==> config.mk <==
export PLATFORM = sky130hd
export DESIGN_NAME = bcd_counter_seg7_scan
export DESIGN_NICKNAME = d
export VERILOG_FILES = /design/src/rtl/bcd_counter_seg7_scan.sv
export SDC_FILE = /design/constraint.sdc
export NUM_CORES = 1
export LEC_CHECK = 0
export BUFFER_PORTS_ARGS = -buffer_cell sky130_fd_sc_hd__buf_2
export CORE_MARGIN = 5
export CORE_UTILIZATION = 42
export CTS_BUF_LIST = sky130_fd_sc_hd__clkbuf_4
export CTS_CLUSTER_DIAMETER = 100
export CTS_CLUSTER_SIZE = 30
export DETAILED_ROUTE_END_ITERATION = 10
export PLACE_DENSITY = 0.58
export SYNTH_ARGS = -nofsm -noshare
export SYNTH_HDL_FRONTEND = slang
export SYNTH_SLANG_ARGS = --single-unit
==> constraint.sdc <==
create_clock -name clk -period 3.2 [get_ports clk]
set_input_delay 0.32 -clock clk [delete_from_list [all_inputs] [get_ports clk]]
set_output_delay 0.32 -clock clk [all_outputs]
set_load 0.005 [all_outputs]
==> src/rtl/bcd_counter_seg7_scan.sv <==
`default_nettype none
// ============================================================================
// Module   : bcd_counter_seg7_scan
// Purpose  : Multi-digit BCD up/down counter with load and wrap-carry, driving
//            a time-multiplexed common-anode seven-segment display.
// Ports    : clk       - system clock
//            rst_n     - asynchronous active-low reset
//            en        - count enable (gates prescaler and stepping)
//            up_dn     - 1 = increment, 0 = decrement (sampled on tick)
//            load      - synchronous load strobe (priority over tick)
//            load_val  - BCD load value, nibble i = digit i (nibbles >9 -> 9)
//            count     - current BCD value
//            carry     - one-cycle pulse after a wrapping step
//            seg       - {g,f,e,d,c,b,a}, active-low
//            an        - one-hot active-low digit enables
// Options  : SEG7_LEADING_ZERO_BLANK_EN - blank leading zero digits (k>0)
// Revision : 1.0 - initial release
// ============================================================================
module bcd_counter_seg7_scan #(
  parameter int DIGITS   = 4,
  parameter int PRESCALE = 12000000,
  parameter int SCAN_DIV = 12000
) (
  input  logic                clk,
  input  logic                rst_n,
  input  logic                en,
  input  logic                up_dn,
  input  logic                load,
  input  logic [4*DIGITS-1:0] load_val,
  output logic [4*DIGITS-1:0] count,
  output logic                carry,
  output logic [6:0]          seg,
  output logic [DIGITS-1:0]   an
);

  localparam int c_pw = (PRESCALE > 1) ? $clog2(PRESCALE) : 1;
  localparam int c_sw = (SCAN_DIV > 1) ? $clog2(SCAN_DIV) : 1;
  localparam int c_iw = (DIGITS   > 1) ? $clog2(DIGITS)   : 1;

  localparam logic [c_pw-1:0]   c_presc_last = c_pw'(PRESCALE - 1);
  localparam logic [c_sw-1:0]   c_scan_last  = c_sw'(SCAN_DIV - 1);
  localparam logic [c_iw-1:0]   c_idx_last   = c_iw'(DIGITS - 1);
  localparam logic [DIGITS-1:0] c_an_reset   = ~DIGITS'(1);
  localparam logic [6:0]        c_glyph_zero = 7'b1000000;

  function automatic logic [6:0] seg7_glyph(input logic [3:0] d);
    case (d)
      4'd0:    seg7_glyph = 7'b1000000;
      4'd1:    seg7_glyph = 7'b1111001;
      4'd2:    seg7_glyph = 7'b0100100;
      4'd3:    seg7_glyph = 7'b0110000;
      4'd4:    seg7_glyph = 7'b0011001;
      4'd5:    seg7_glyph = 7'b0010010;
      4'd6:    seg7_glyph = 7'b0000010;
      4'd7:    seg7_glyph = 7'b1111000;
      4'd8:    seg7_glyph = 7'b0000000;
      4'd9:    seg7_glyph = 7'b0010000;
      default: seg7_glyph = 7'b1111111;
    endcase
  endfunction

  // --------------------------------------------------------------------------
  // Counter datapath
  // --------------------------------------------------------------------------
  logic [4*DIGITS-1:0] r_count;
  logic [c_pw-1:0]     r_presc;
  logic                r_carry;

  logic                w_tick;
  logic [4*DIGITS-1:0] w_step;
  logic [4*DIGITS-1:0] w_load_clamped;
  logic                w_ripple;
  logic                w_wrap;
  logic [3:0]          w_dig;

  assign w_tick = en && (r_presc == c_presc_last);

  // Ripple +1/-1 from the LSD. w_ripple carries the pending carry (up) or
  // borrow (down) into the next digit; if it survives past the MSD the whole
  // counter has wrapped.
  always_comb begin
    w_step   = r_count;
    w_ripple = 1'b1;
    w_dig    = 4'd0;
    for (int k = 0; k < DIGITS; k++) begin
      w_dig = r_count[4*k +: 4];
      if (w_ripple) begin
        if (up_dn) begin
          if (w_dig >= 4'd9) begin
            w_step[4*k +: 4] = 4'd0;
          end else begin
            w_step[4*k +: 4] = w_dig + 4'd1;
            w_ripple         = 1'b0;
          end
        end else begin
          if (w_dig == 4'd0) begin
            w_step[4*k +: 4] = 4'd9;
          end else begin
            w_step[4*k +: 4] = w_dig - 4'd1;
            w_ripple         = 1'b0;
          end
        end
      end
    end
    w_wrap = w_ripple;
  end

  always_comb begin
    w_load_clamped = load_val;
    for (int k = 0; k < DIGITS; k++) begin
      if (load_val[4*k +: 4] > 4'd9) w_load_clamped[4*k +: 4] = 4'd9;
    end
  end

  always_ff @(posedge clk or negedge rst_n) begin
    if (!rst_n) begin
      r_count <= '0;
      r_presc <= '0;
      r_carry <= 1'b0;
    end else begin
      r_carry <= 1'b0;
      if (load) begin
        // Load wins over a coincident tick: no step, no carry.
        r_count <= w_load_clamped;
        r_presc <= '0;
      end else begin
        if (en) r_presc <= w_tick ? '0 : r_presc + c_pw'(1);
        if (w_tick) begin
          r_count <= w_step;
          r_carry <= w_wrap;
        end
      end
    end
  end

  // --------------------------------------------------------------------------
  // Display scanner (free-running)
  // --------------------------------------------------------------------------
  logic [c_sw-1:0]   r_scan_div;
  logic [c_iw-1:0]   r_idx;
  logic [DIGITS-1:0] r_an;
  logic [6:0]        r_seg;

  logic              w_scan_tc;
  logic [c_iw-1:0]   w_idx_nxt;
  logic [3:0]        w_nib;
  logic [DIGITS-1:0] w_an_nxt;
  logic [6:0]        w_seg_nxt;

  assign w_scan_tc = (r_scan_div == c_scan_last);
  assign w_idx_nxt = !w_scan_tc              ? r_idx :
                     (r_idx == c_idx_last)   ? '0    : r_idx + c_iw'(1);

  // an and seg are both derived from the next index so they move together.
  always_comb begin
    w_nib    = 4'd0;
    w_an_nxt = '1;
    for (int k = 0; k < DIGITS; k++) begin
      if (w_idx_nxt == c_iw'(k)) begin
        w_nib       = r_count[4*k +: 4];
        w_an_nxt[k] = 1'b0;
      end
    end
  end

`ifdef SEG7_LEADING_ZERO_BLANK_EN
  logic w_zero_run;
  logic w_blank;

  // Walk from the MSD down: a digit is a leading zero while every nibble from
  // the MSD to it is zero. Digit 0 always shows.
  always_comb begin
    w_zero_run = 1'b1;
    w_blank    = 1'b0;
    for (int k = DIGITS - 1; k >= 0; k--) begin
      w_zero_run = w_zero_run && (r_count[4*k +: 4] == 4'd0);
      if ((k > 0) && w_zero_run && (w_idx_nxt == c_iw'(k))) w_blank = 1'b1;
    end
  end

  assign w_seg_nxt = w_blank ? 7'b1111111 : seg7_glyph(w_nib);
`else
  assign w_seg_nxt = seg7_glyph(w_nib);
`endif

  always_ff @(posedge clk or negedge rst_n) begin
    if (!rst_n) begin
      r_scan_div <= '0;
      r_idx      <= '0;
      r_an       <= c_an_reset;
      r_seg      <= c_glyph_zero;
    end else begin
      r_scan_div <= w_scan_tc ? '0 : r_scan_div + c_sw'(1);
      r_idx      <= w_idx_nxt;
      r_an       <= w_an_nxt;
      r_seg      <= w_seg_nxt;
    end
  end

  assign count = r_count;
  assign carry = r_carry;
  assign seg   = r_seg;
  assign an    = r_an;

endmodule
`default_nettype wire

# Yosys cells after proc, flatten, opt, wreduce, memory -nomap -nowiden
# Memory sizes are Yosys's and may differ from the RTL's. A register that Yosys moved wholly into a read port is not among the register bits.
# Index checks and enable logic that the tools add are counted.
[word_totals] ff_bits=61 word_cells=102 inputBits=21 out_inout_bits=28 mem_bits_ro=112 mem_count=1
[classes] n_addsub=11 muxes=52 n_reduce_logical=15 order_cmp=8 eq_ne=6
[memory_table] name="(no name shown)" depth=16 width=7 read_ports=1 rd_clocked_by_memory_dff=1 write_ports=0 line="47" text="case (d)"
[op_table] op="4-bit two-way mux" n=23
[op_table] op="24-bit two-way mux" n=3
[op_table] op="16-bit two-way mux" n=2
[op_table] op="24-bit by 1-bit adder with 24-bit output, second input constant" n=1
[op_table] op="24-bit == test, second input constant" n=1
[op_table] op="1-bit two-way mux" n=21
[op_table] op="4-bit by 1-bit adder with 4-bit output, second input constant" n=4
[op_table] op="4-bit greater-or-equal comparator, second input constant" n=4
[op_table] op="4-bit > comparator, second input constant" n=4
[op_table] op="4-bit zero test" n=4
[op_table] op="4-bit by 1-bit subtractor with 4-bit output, second input constant" n=4
[op_table] op="14-bit by 1-bit adder with 14-bit output, second input constant" n=1
[op_table] op="14-bit == test, second input constant" n=1
[op_table] op="14-bit two-way mux" n=1
[op_table] op="2-bit nonzero test" n=5
[op_table] op="2-bit == test, second input constant" n=3
[op_table] op="2-bit AND reduction" n=3
[op_table] op="2-bit two-way mux" n=2
[op_table] op="2-bit by 1-bit adder with 2-bit output, second input constant" n=1
[op_table] op="2-bit by 1-bit == test with 1-bit output, second input constant" n=1
[op_table] op="2-bit zero test" n=1
[op_table] op="1-bit logical AND" n=1
[op_table] op="1-bit zero test" n=1

# Longest topological paths before layout
[logic_depth] depth_word=8 mapped_depth=8 mapped_depth_nobuf=8

# Least setup slack after synthesis
# Ideal clock, no wire load.
[synth_path] path_type="reg2reg" start="register r_idx[1]" end="register r_seg[3] (netlist: seg[3])" synth_period_minus_slack_ns=2.502 setup_time_ns=0.155 n_path_buf=1 arrival_time_ns=2.347 stages_incl_launch_ff=8 slack_ns=0.698 cell_sequence="dfrtp_1 > ha_1 > nor2_1 > mux4_2 > mux2i_1 > and2_0 > buf_2 > o221ai_1"
[synth_between] elab_chain_len=8 elab_cells_between_ends=12 cone_classes="1 x add/sub; 4 x eq/ne; 6 x mux; 1 x reduce/logical"
[synth_rtl] element="start, declared" line="140" text="logic [c_iw-1:0] r_idx;"
[synth_rtl] element="start signal, assigned" line="194" text="r_idx <= w_idx_nxt;"
[synth_rtl] element="2-bit by 1-bit adder with 2-bit output or 2-bit == test (tied branches)" line="152" text="(r_idx == c_idx_last) ? '0 : r_idx + c_iw'(1);"
[synth_rtl] element="2-bit two-way mux" line="152"
[synth_rtl] element="2-bit two-way mux *" line="151" text="assign w_idx_nxt = !w_scan_tc ? r_idx :"
[synth_rtl] element="2-bit zero test" line="159" text="if (w_idx_nxt == c_iw'(k)) begin"
[synth_rtl] element="4-bit two-way mux (3 in series)" line="159"
[synth_rtl] element="4-bit two-way mux *" line="159"
[synth_rtl] element="end, declared" line="142" text="logic [6:0] r_seg;"
# Mark *: on every way between the ends. The rest lies on a longest branch, timed or not.
# A chain may end at the register's enable or synchronous reset.

# Final worst setup path
[layout_path] start="register r_idx[0]" end="register r_seg[5] (netlist: seg[5])"
# Same word-level chain as after synthesis.

==> run summary <==
Setup_tns: 0 ns
Max-Cap Viols: 0
Syn Inst Count: 482
Pwr dens: 356 mW/mm2
Final Hold Viols: 0
Clock skew: 0.0221 ns
Grt ovf: 0
Routed Antenna Nets: 0
Most frequent cells in the layout: 64 x dfrtp_1, 55 x nor2_1, 48 x buf_2, 27 x nand2_1
Clock transition at path regs: 0.11 ns
Latest clock arrival within the worst-skew pair: 0.42 ns
Tcrit/Tclk final: 88.0%
Dominant synthesized flop cell: dfrtp_1
Crit-path max FO: 9
Vias in the first global route: 3,635
Netlist cell types: 61
Residual DRC count: 0
Critical path's top delay family: multiplexers
Sequential-to-total area share from yosys stat: 37.8%
Layout cells sized above 1: 19.9%
Clock sink count: 68
Slew @ Worst Pin: 0.850 ns
Worst path bufs/invs: 0
Slew HR: 42.9%
Layout Nets: 560
Ys async rst share: 100%
H-Tree Depth: 3
Routed via count: 3,799
1st-pass router iterations: 4
Count of final setup violators: 0
CTS buffer count: 9
Post-CTS Setup Inserts: 0
I/O Pins: 49
Non-Filler Instances: 664
Reg area: 0.00171 mm2
Critical Path RT: 3.52 ns
Max Fclk: 0.355 GHz
Starting DRT DRC Count: 227
Detail Placement HPWL: 7.81 mm
Worst Min Path Start: load_val[3]
Placed Cells: 647
GPL Wtd Cong: 0.868
I/O Buffers: 48
Quantity of gates resized following cts: 0
CTS tree: built
Fin. max-slew vios: 0
Worst setup path start: r_idx[0]
Core area: 0.0104 mm2
Number of synthesized flops with an enable pin: 0
Yosys warning total: 0
Arrival time worst endpoint: 3.14 ns
CP max stage delay: 0.60 ns
Final worst slack: 0.385 ns
Total GRT Usage: 17.3%
Leading area contributor after synthesis: dfrtp_1
Critical-path top delay cell: mux2i_1
CP cell instances: ha_1, nor2_1, mux4_2, mux2i_1, nand2b_1, a22oi_1
Worst-case clock buffer depth: 2
DR WL/cell: 16.2 um
Synthesized area: 0.00451 mm2
Setup crit start kind: register
Critical path class: register to register
Max VDD drop: 0.193 mV
Total power: 1.78 mW
Vias per cell: 5.72
DIE HEIGHT: 114 um
Initial Utilization: 43.3%
Largest net degree at the start of global routing: 41
Leakage: 2.10 nW
Synth-to-Final Area Change: 10.8%
Area occupied by multi-input gates: 0.00261 mm2
Most common cell after layout, fill and taps aside: dfrtp_1
WHS: 0.144 ns
Routed WL: 10.8 mm
Syn Nets: 519
First-pass GRT wire length: 18.2 mm
Fill cell count: 1,011
Worst R2R Start: r_idx[0]
Unrepaired setup endpoints after global routing: false
Initial antenna violation count: 0
Hold Crit Class: primary input to register
Cell Rows: 37
Avg Synthesized Cell Area: 9.36 um2
Root Driver: clkbuf_4
Min cycle time layout: 2.82 ns
Die area: 0.0129 mm2
Pre-CTS WS: 0.365 ns
Crit. End Element: register
ANT cells: 0
Die width: 114 um
Seq cells post-synth: 68
Top cells by area, synth: dfrtp_1 35%, mux4_2 6.0%, nor2_1 4.6%
Status: finished, final reports clean
Share of Yosys cell area claimed by the top area cell type: 35.5%
cells by family after synthesis:
family	synth area share [%]
flip-flops	37.8
multiplexers	10.2
adder cells (fa/ha/maj)	4.44
buffers and inverters	4.32
AO/OA/AOI/OAI	13.9
XOR/XNOR	4.85
AND/OR/NAND/NOR	24.5
path summary, 6_finish.rpt:
check                                 end  slack, ns  depth (start not counted)
min reg2reg                r_scan_div[12]       0.49                          1
max                                seg[5]       0.38                          6
max in group asynchronous           an[2]       2.00                          3
min in group asynchronous        count[7]       0.47                          2
max reg2reg                        seg[5]       0.38                          6
min                              count[3]       0.14                          3
synth_stat cells (13+ instances only):
master and instances:
nand4_1 13, a31oi_1 16, ha_1 16, dfrtp_1 64, inv_1 24, xor2_1 13, clkbuf_1 20, nor2_1 55
nand3_1 24, o21ai_0 22, nand2_1 27
worst register-to-register path: stages, from the launching register on:
cell and delay [ns]:
dfrtp_1 0.51, ha_1 0.25, nor2_1 0.43, mux4_2 0.56
mux2i_1 0.60, nand2b_1 0.16, a22oi_1 0.21
metal layers:
| metal | part of all wire, % | wire [um] | vias up | GRT usage (%) |
|---|---|---|---|---|
| met3 | 4.8 | 515 | 15 | 3.82 |
| met4 | 1.6 | 176 | 0 | 4.97 |
| li1 | - | - | 1853 | - |
| met1 | 49 | 5270 | 1841 | 25.0 |
| met2 | 45 | 4790 | 90 | 26.1 |
| met5 | 0 | 0 | - | 0 |
final cells by class:
class                      instances  area share, %
timing repair buffer              55           6.16
tap                              136           3.40
clock inverter                     4          0.375
inverter                          25           1.88
clock buffer                      12           1.80
multi-input combinational        364           52.2
sequential                        68           34.1
sequential cells by signal (all words and copies together) (netlist names):
signal      cells
an              4
seg             7
r_idx           2
r_presc        24
r_scan_div     14
carry           1
count          16
through the flow:
step / area [um2] / util, %
after floorplan: 4510 / -
after CTS: 5000 / 48.0
after global placement: 4880 / 46.8
after detailed placement: 4880 / 46.8
after global routing: 5000 / 48.0
final: 5000 / 48.0
power breakdown:
part	internal (mW)	switching (mW)	leakage [nW]
Clock	0.180	0.304	0.0685
Sequential	0.894	0.0664	0.875
Combinational	0.159	0.177	1.16
timing repair:
action | 4_1_cts | 5_1_grt
endpoints found under the setup margin | 0 | 0
hold endpoints to repair | 27 | 0
hold buffers | 1 | 0
Note: power is estimated with default switching activity, not from simulation.
